`config.mk`:
```
export PLATFORM = sky130hd
export DESIGN_NAME = batrider_snd_cmd
export DESIGN_NICKNAME = d
export VERILOG_FILES = /design/src/rtl/batrider_snd_pkg.sv /design/src/rtl/batrider_snd_wdog.sv /design/src/rtl/batrider_snd_cmd.sv
export SDC_FILE = /design/constraint.sdc
export NUM_CORES = 1
export LEC_CHECK = 0
export ABC_AREA = 1
export CORE_AREA = 2 2 65 67
export CTS_CLUSTER_SIZE = 14
export DETAILED_ROUTE_END_ITERATION = 6
export DIE_AREA = 0 0 67 69
export MAX_ROUTING_LAYER = met4
export PLACE_DENSITY = 0.8
export SYNTH_ARGS = -nofsm -noshare
export SYNTH_HDL_FRONTEND = slang
export SYNTH_SLANG_ARGS = --single-unit
```
`constraint.sdc`:
```
create_clock -name CLK96 -period 1.85 [get_ports CLK96]
set_input_delay 0.37 -clock CLK96 [delete_from_list [all_inputs] [get_ports CLK96]]
set_output_delay 0.37 -clock CLK96 [all_outputs]
set_load 0.1 [all_outputs]
```
`src/rtl/batrider_snd_pkg.sv`:
```
`timescale 1ns/1ps
// Shared constants for the Batrider 68000 sound command port: register offsets,
// handshake FSM encoding and status byte layout.
package batrider_snd_pkg;

    localparam logic [3:0] OFS_LATCH     = 4'd0;
    localparam logic [3:0] OFS_LATCH2    = 4'd1;
    localparam logic [3:0] OFS_STAT_TRIG = 4'd2;
    localparam logic [3:0] OFS_IRQCLR    = 4'd3;

    localparam int STAT_WAIT_BIT = 0;
    localparam int STAT_IRQ_BIT  = 1;
    localparam int STAT_TMO_BIT  = 2;

    localparam int WDOG_W = 13;

    typedef enum logic [1:0] {
        ST_IDLE    = 2'd0,
        ST_STROBE  = 2'd1,
        ST_HOLD    = 2'd2,
        ST_RELEASE = 2'd3
    } snd_state_e;

    function automatic logic [7:0] status_byte(input logic tmo, input logic irq, input logic busy);
        logic [7:0] s;
        s                = 8'h00;
        s[STAT_TMO_BIT]  = tmo;
        s[STAT_IRQ_BIT]  = irq;
        s[STAT_WAIT_BIT] = busy;
        return s;
    endfunction

endpackage

```
`src/rtl/batrider_snd_wdog.sv`:
```
`timescale 1ns/1ps
// Handshake watchdog: counts cycles while run_i is high and flags expiry at
// TIMEOUT-1. Only instantiated when BATRIDER_SND_TIMEOUT_EN is defined.
module batrider_snd_wdog
    import batrider_snd_pkg::*;
#(
    parameter int unsigned TIMEOUT = 4096
) (
    input  logic clk_i,
    input  logic rst_i,
    input  logic clear_i,
    input  logic run_i,
    output logic expired_o
);

    localparam logic [WDOG_W-1:0] LAST = WDOG_W'(TIMEOUT - 1);

    logic [WDOG_W-1:0] cnt_q;
    logic [WDOG_W-1:0] cnt_d;

    assign expired_o = run_i && (cnt_q == LAST);

    always_comb begin
        cnt_d = cnt_q;
        if (clear_i) begin
            cnt_d = '0;
        end else if (run_i && !expired_o) begin
            cnt_d = cnt_q + WDOG_W'(1);
        end
    end

    always_ff @(posedge clk_i or posedge rst_i) begin
        if (rst_i) begin
            cnt_q <= '0;
        end else begin
            cnt_q <= cnt_d;
        end
    end

endmodule

```
`src/rtl/batrider_snd_cmd.sv`:
```
`timescale 1ns/1ps
// batrider_snd_cmd: 68000-side sound command port feeding batrider_sound.
// Define BATRIDER_SND_TIMEOUT_EN to add a watchdog that force-releases a stalled handshake.
module batrider_snd_cmd
    import batrider_snd_pkg::*;
#(
    parameter int unsigned STROBE_LEN = 4
`ifdef BATRIDER_SND_TIMEOUT_EN
    , parameter int unsigned TIMEOUT = 4096
`endif
) (
    input  logic       CLK96,
    input  logic       RESET96,
    input  logic       M68K_CS,
    input  logic [3:0] M68K_ADDR,
    input  logic       M68K_RW,
    input  logic       M68K_LDSn,
    input  logic [7:0] M68K_DIN,
    output logic [7:0] M68K_DOUT,
    output logic       M68K_HOLD,
    output logic       M68K_IRQ4,
    output logic [7:0] SOUNDLATCH,
    output logic [7:0] SOUNDLATCH2,
    output logic       SND_CS,
    input  logic [7:0] SOUNDLATCH3,
    input  logic [7:0] SOUNDLATCH4,
    input  logic       WAIT,
    input  logic       SNDIRQ,
    output logic [1:0] STATE_DBG
);

    localparam int SCNT_W = (STROBE_LEN > 1) ? $clog2(STROBE_LEN) : 1;
    localparam logic [SCNT_W-1:0] SCNT_LOAD = SCNT_W'(STROBE_LEN - 1);

    snd_state_e        state_q, state_d;
    logic [SCNT_W-1:0] scnt_q, scnt_d;

    logic       raw_prev_q;
    logic       acc_q;
    logic       sndirq_prev_q;
    logic       irq_q, irq_d;
    logic [7:0] latch_q, latch_d;
    logic [7:0] latch2_q, latch2_d;
    logic [7:0] dout_q, dout_d;

    logic raw_acc;
    logic acc_ok;
    logic wr_acc;
    logic rd_acc;
    logic hs_start;
    logic irq_clr;
    logic irq_set;
    logic wdog_expired;
    logic tmo_flag;

    // One access per bus cycle: only the rising edge of CS & ~LDSn counts.
    assign raw_acc = M68K_CS & ~M68K_LDSn;
    assign acc_ok  = acc_q && (state_q == ST_IDLE);
    assign wr_acc  = acc_ok && !M68K_RW;
    assign rd_acc  = acc_ok && M68K_RW;

    assign hs_start = wr_acc && ((M68K_ADDR == OFS_LATCH) ||
                                 (M68K_ADDR == OFS_LATCH2) ||
                                 (M68K_ADDR == OFS_STAT_TRIG));
    assign irq_clr  = wr_acc && (M68K_ADDR == OFS_IRQCLR);
    assign irq_set  = SNDIRQ && !sndirq_prev_q;

`ifdef BATRIDER_SND_TIMEOUT_EN
    logic wdog_clear;
    logic tmo_q, tmo_d;

    assign wdog_clear = (state_q == ST_STROBE) && (state_d == ST_HOLD);

    batrider_snd_wdog #(
        .TIMEOUT (TIMEOUT)
    ) u_wdog (
        .clk_i     (CLK96),
        .rst_i     (RESET96),
        .clear_i   (wdog_clear),
        .run_i     (state_q == ST_HOLD),
        .expired_o (wdog_expired)
    );

    always_comb begin
        tmo_d = tmo_q;
        if (wdog_expired) begin
            tmo_d = 1'b1;
        end else if (irq_clr) begin
            tmo_d = 1'b0;
        end
    end

    always_ff @(posedge CLK96 or posedge RESET96) begin
        if (RESET96) begin
            tmo_q <= 1'b0;
        end else begin
            tmo_q <= tmo_d;
        end
    end

    assign tmo_flag = tmo_q;
`else
    assign wdog_expired = 1'b0;
    assign tmo_flag     = 1'b0;
`endif

    // Handshake: SND_CS is high for STROBE_LEN cycles, the sound side holds WAIT
    // high while busy, and the 68k is stalled (HOLD) until WAIT is sampled low.
    always_ff @(posedge CLK96 or posedge RESET96) begin
        if (RESET96) begin
            state_q <= ST_IDLE;
            scnt_q  <= '0;
        end else begin
            state_q <= state_d;
            scnt_q  <= scnt_d;
        end
    end

    always_comb begin
        state_d = state_q;
        scnt_d  = scnt_q;
        case (state_q)
            ST_IDLE: begin
                if (hs_start) begin
                    state_d = ST_STROBE;
                    scnt_d  = SCNT_LOAD;
                end
            end
            ST_STROBE: begin
                if (scnt_q == '0) begin
                    state_d = ST_HOLD;
                end else begin
                    scnt_d = scnt_q - SCNT_W'(1);
                end
            end
            ST_HOLD: begin
                if (!WAIT || wdog_expired) begin
                    state_d = ST_RELEASE;
                end
            end
            ST_RELEASE: begin
                // Wait for the bus cycle to end so a long cycle is not re-counted.
                if (!M68K_CS) begin
                    state_d = ST_IDLE;
                end
            end
            default: state_d = ST_IDLE;
        endcase
    end

    always_comb begin
        SND_CS    = 1'b0;
        M68K_HOLD = 1'b0;
        case (state_q)
            ST_STROBE: begin
                SND_CS    = 1'b1;
                M68K_HOLD = 1'b1;
            end
            ST_HOLD: begin
                M68K_HOLD = 1'b1;
            end
            default: begin
                SND_CS    = 1'b0;
                M68K_HOLD = 1'b0;
            end
        endcase
    end

    assign STATE_DBG = state_q;

    always_comb begin
        latch_d  = latch_q;
        latch2_d = latch2_q;
        dout_d   = dout_q;
        if (hs_start && (M68K_ADDR == OFS_LATCH)) begin
            latch_d = M68K_DIN;
        end
        if (hs_start && (M68K_ADDR == OFS_LATCH2)) begin
            latch2_d = M68K_DIN;
        end
        if (rd_acc) begin
            case (M68K_ADDR)
                OFS_LATCH:     dout_d = SOUNDLATCH3;
                OFS_LATCH2:    dout_d = SOUNDLATCH4;
                OFS_STAT_TRIG: dout_d = status_byte(tmo_flag, irq_q, WAIT);
                default:       dout_d = 8'hFF;
            endcase
        end
    end

    // A new SNDIRQ edge beats a simultaneous clear so no interrupt is lost.
    always_comb begin
        irq_d = irq_q;
        if (irq_set) begin
            irq_d = 1'b1;
        end else if (irq_clr) begin
            irq_d = 1'b0;
        end
    end

    always_ff @(posedge CLK96 or posedge RESET96) begin
        if (RESET96) begin
            raw_prev_q    <= 1'b0;
            acc_q         <= 1'b0;
            sndirq_prev_q <= 1'b0;
            irq_q         <= 1'b0;
            latch_q       <= 8'h00;
            latch2_q      <= 8'h00;
            dout_q        <= 8'h00;
        end else begin
            raw_prev_q    <= raw_acc;
            acc_q         <= raw_acc && !raw_prev_q;
            sndirq_prev_q <= SNDIRQ;
            irq_q         <= irq_d;
            latch_q       <= latch_d;
            latch2_q      <= latch2_d;
            dout_q        <= dout_d;
        end
    end

    assign M68K_DOUT   = dout_q;
    assign M68K_IRQ4   = irq_q;
    assign SOUNDLATCH  = latch_q;
    assign SOUNDLATCH2 = latch2_q;

endmodule

```
==> results <==
-- logic make-up (layout without fill, tap and decap cells) --
logic type                 after synthesis  count (layout)  share of synthesized area, %
AOI/OAI and AO/OA                       26              26                          10.2
adders and majority gates                6               6                          4.67
buffers and inverters                   31             102                          8.25
DFF                                     32              32                          49.8
and+or+nand+nor                         86              86                          27.1
-- worst max-delay path: stages, from the launching register on --
cell and delay (ns):
dfrtp_4 0.51, inv_1 0.17, ha_4 0.24, buf_12 0.16
-- final cells by class --
class	instances	area (sq um)
Tap cell	50	62.6
Clock buffer	6	82.6
Multi-Input combinational cell	118	699
Timing Repair Buffer	66	943
Sequential cell	32	806
Clock inverter	2	10.0
Inverter	28	105
Fill cell	330	1200
-- per-stage QoR --
stage	worst slack (ns)	power (mW)	area (sq um)
floorplan	0.00532	3.00	1640
global placement	0.103	4.05	2620
detailed placement	0.0410	4.10	2620
CTS	0.0989	4.67	2710
global route	0.0643	4.84	2710
finish	0.116	4.63	2710
-- how the worst min path moves through the flow --
stage | start | end | slack (ns) | cells after the start
2_1_floorplan | raw_prev_q$_DFF_PP0_ | acc_q$_DFF_PP0_ | 0.38 | 1
3_3_place_gp | raw_prev_q$_DFF_PP0_ | acc_q$_DFF_PP0_ | 0.40 | 1
3_5_place_dp | raw_prev_q$_DFF_PP0_ | acc_q$_DFF_PP0_ | 0.40 | 1
4_1_cts | raw_prev_q$_DFF_PP0_ | acc_q$_DFF_PP0_ | 0.42 | 1
5_1_grt | raw_prev_q$_DFF_PP0_ | acc_q$_DFF_PP0_ | 0.43 | 1
6_report | raw_prev_q$_DFF_PP0_ | acc_q$_DFF_PP0_ | 0.41 | 1
-- sequential cells by signal (all words and copies together) (netlist names) --
name	count
scnt_q	2
acc_q	1
STATE_DBG	2
SOUNDLATCH2	8
M68K_DOUT	8
raw_prev_q	1
sndirq_prev_q	1
SOUNDLATCH	8
M68K_IRQ4	1
-- placed cells by master, fill, tap and decap left out, types with 2 or more instances in the layout --
cell type / count
nand2_1: 44
clkdlybuf4s50_1: 34
dfrtp_1: 30
buf_12: 29
inv_1: 26
nand3_1: 20
o21ai_2: 9
o21ai_0: 9
o21ai_1: 8
nor2_1: 7
clkbuf_8: 6
ha_1: 4
nor2_4: 3
nand2_2: 3
or2_2: 3
buf_4: 3
inv_2: 2
nand3_4: 2
nand4_1: 2
ha_4: 2
clkinv_2: 2
-- cells in the mapped netlist --
cell type  count  share of area (%)
nand3_4        2                2.2
nand3_1       20                6.2
buf_6          2                1.4
inv_2          2               0.47
nand4_1        2               0.78
o21ai_2        9                4.9
nor2_1         7                1.6
nand2_2        3                1.2
nor3_1         1               0.31
o21ai_1        8                2.5
o21ai_0        9                2.8
dfrtp_1       32                 50
buf_2          1               0.31
or2_2          3                1.2
nand2_1       44                 10
inv_1         26                6.1
ha_1           6                4.7
nor2_8         1                1.2
nor2_4         3                2.1
-- metal layers --
metal	GRT usage (%)	share of wire (%)	vias up
li1	-	-	710
met1	23.5	39	661
met2	31.9	50	55
met3	7.99	8.2	12
met4	7.48	2.4	0
met5	-	0	-
-- power by group through the flow --
stage / sequential [mW] / clock (mW) / combinational [mW]
2_1_floorplan: 2.17 / 0 / 0.836
3_3_place_gp: 1.11 / 0 / 2.94
3_5_place_dp: 1.12 / 0 / 2.98
4_1_cts: 1.11 / 0.576 / 2.99
5_1_grt: 1.14 / 0.602 / 3.10
6_report: 1.11 / 0.556 / 2.97
==> impl_metrics.toml <==
[run_status]
status = "complete, no violations"

[finish]
syn2layout_area_growth_pct = 68.5
drive_gt1_share_pct = 26.6
diodes = 0
stdcell_count = 302
nets = 292
final_util_pct = 69.2

[logic_synthesis]
syn_nets = 222
synth_seq_cells = 32
synth_cell_type_count = 19
yosysSeqAreaShare_pct = 49.8
syn-mean-instance-area_sq_um = 8.88
syn_inst = 181
syn_area_sq_um = 1610
yosysWarnings = 0

[route]
ant_nets = 0
first_iter_violations = 84
drcViolationCount = 0
wirelength_mm = 4.00
drt-vias-per-instance = 4.76
vias = 1438
routedWlPerCell_um = 13.2
drtPass1Iterations = 4

[critical_path]
reg2reg_depth = 7
arrival_ns = 1.36
required_ns = 1.48
crit_path_start_kind = "register"
crit_start = "STATE_DBG[1]$_DFFE_PP0P_"
r2r_slack_ns = 0.18
cp_max_fo = 5
reg2reg_to = "SOUNDLATCH2[2]$_DFFE_PP0P_"
crit_type = "reg2out"
crit_end = "M68K_HOLD"
rr_startpoint = "STATE_DBG[1]$_DFFE_PP0P_"
crit_path_end_kind = "output pin"

[pwr]
p_int_mw = 2.26
p_switching_mw = 2.37
power.leakage_nw = 1.24
ir_drop_mv = 0.737
combPwrFrac_pct = 64.0
seqPwrFrac_pct = 24.0
p_sw_share_pct = 51.3
powerDensity_nw_per_um2 = 1710
p_clk_share_pct = 12.0

[clocking]
cts_tree = "built"
post_cts_buffers = 0
clock_path_buffers = 2
cts-htree-levels = 2
clkLatencyLatePin_ns = 0.29
postCtsHoldBufs = 0
cts-resized-gates = 0
path_clk_slew_ns = 0.07
cts_buffers = 5
clk_root_buffer_cell = "clkbuf_8"
clkSinkCount = 32

[grt]
grt_overflow = 0
antenna_found_initial = 0
grt_max_degree = 33
first_global_vias = 1540
track_usage_pct = 20.4
grt_pass1_wl_mm = 6.90

[floorplan]
start_util_pct = 41.1
fp.dieH_um = 69
fp.dieW_um = 67
core_area_sq_um = 3910
num_rows = 23
dieArea_sq_um = 4620
boundaryPins = 64

[sta]
slew_viol_final = 0
grt_setup_unrepaired = "no"
slew_headroom_pct = 73.4
whs_ns = 0.407
finalCriticalPeriod_ns = 1.73
setup_viol = 0
fmax_mhz = 577
tightest_slew_ns = 0.399
finalHoldViolations = 0
fin_skew_ns = 0.00495
fin_setup_tns_ns = 0
min_period_over_period_pct = 93.8

[placed_design]
dp_cells = 294
port-buffer-count = 63
hpwl_mm = 3.05
gp_congestion = 0.759

[job]
cap_violations = 0

[worst_hold_path]
min_path_type = "reg2reg"
Power figures use the tool's default switching activity.
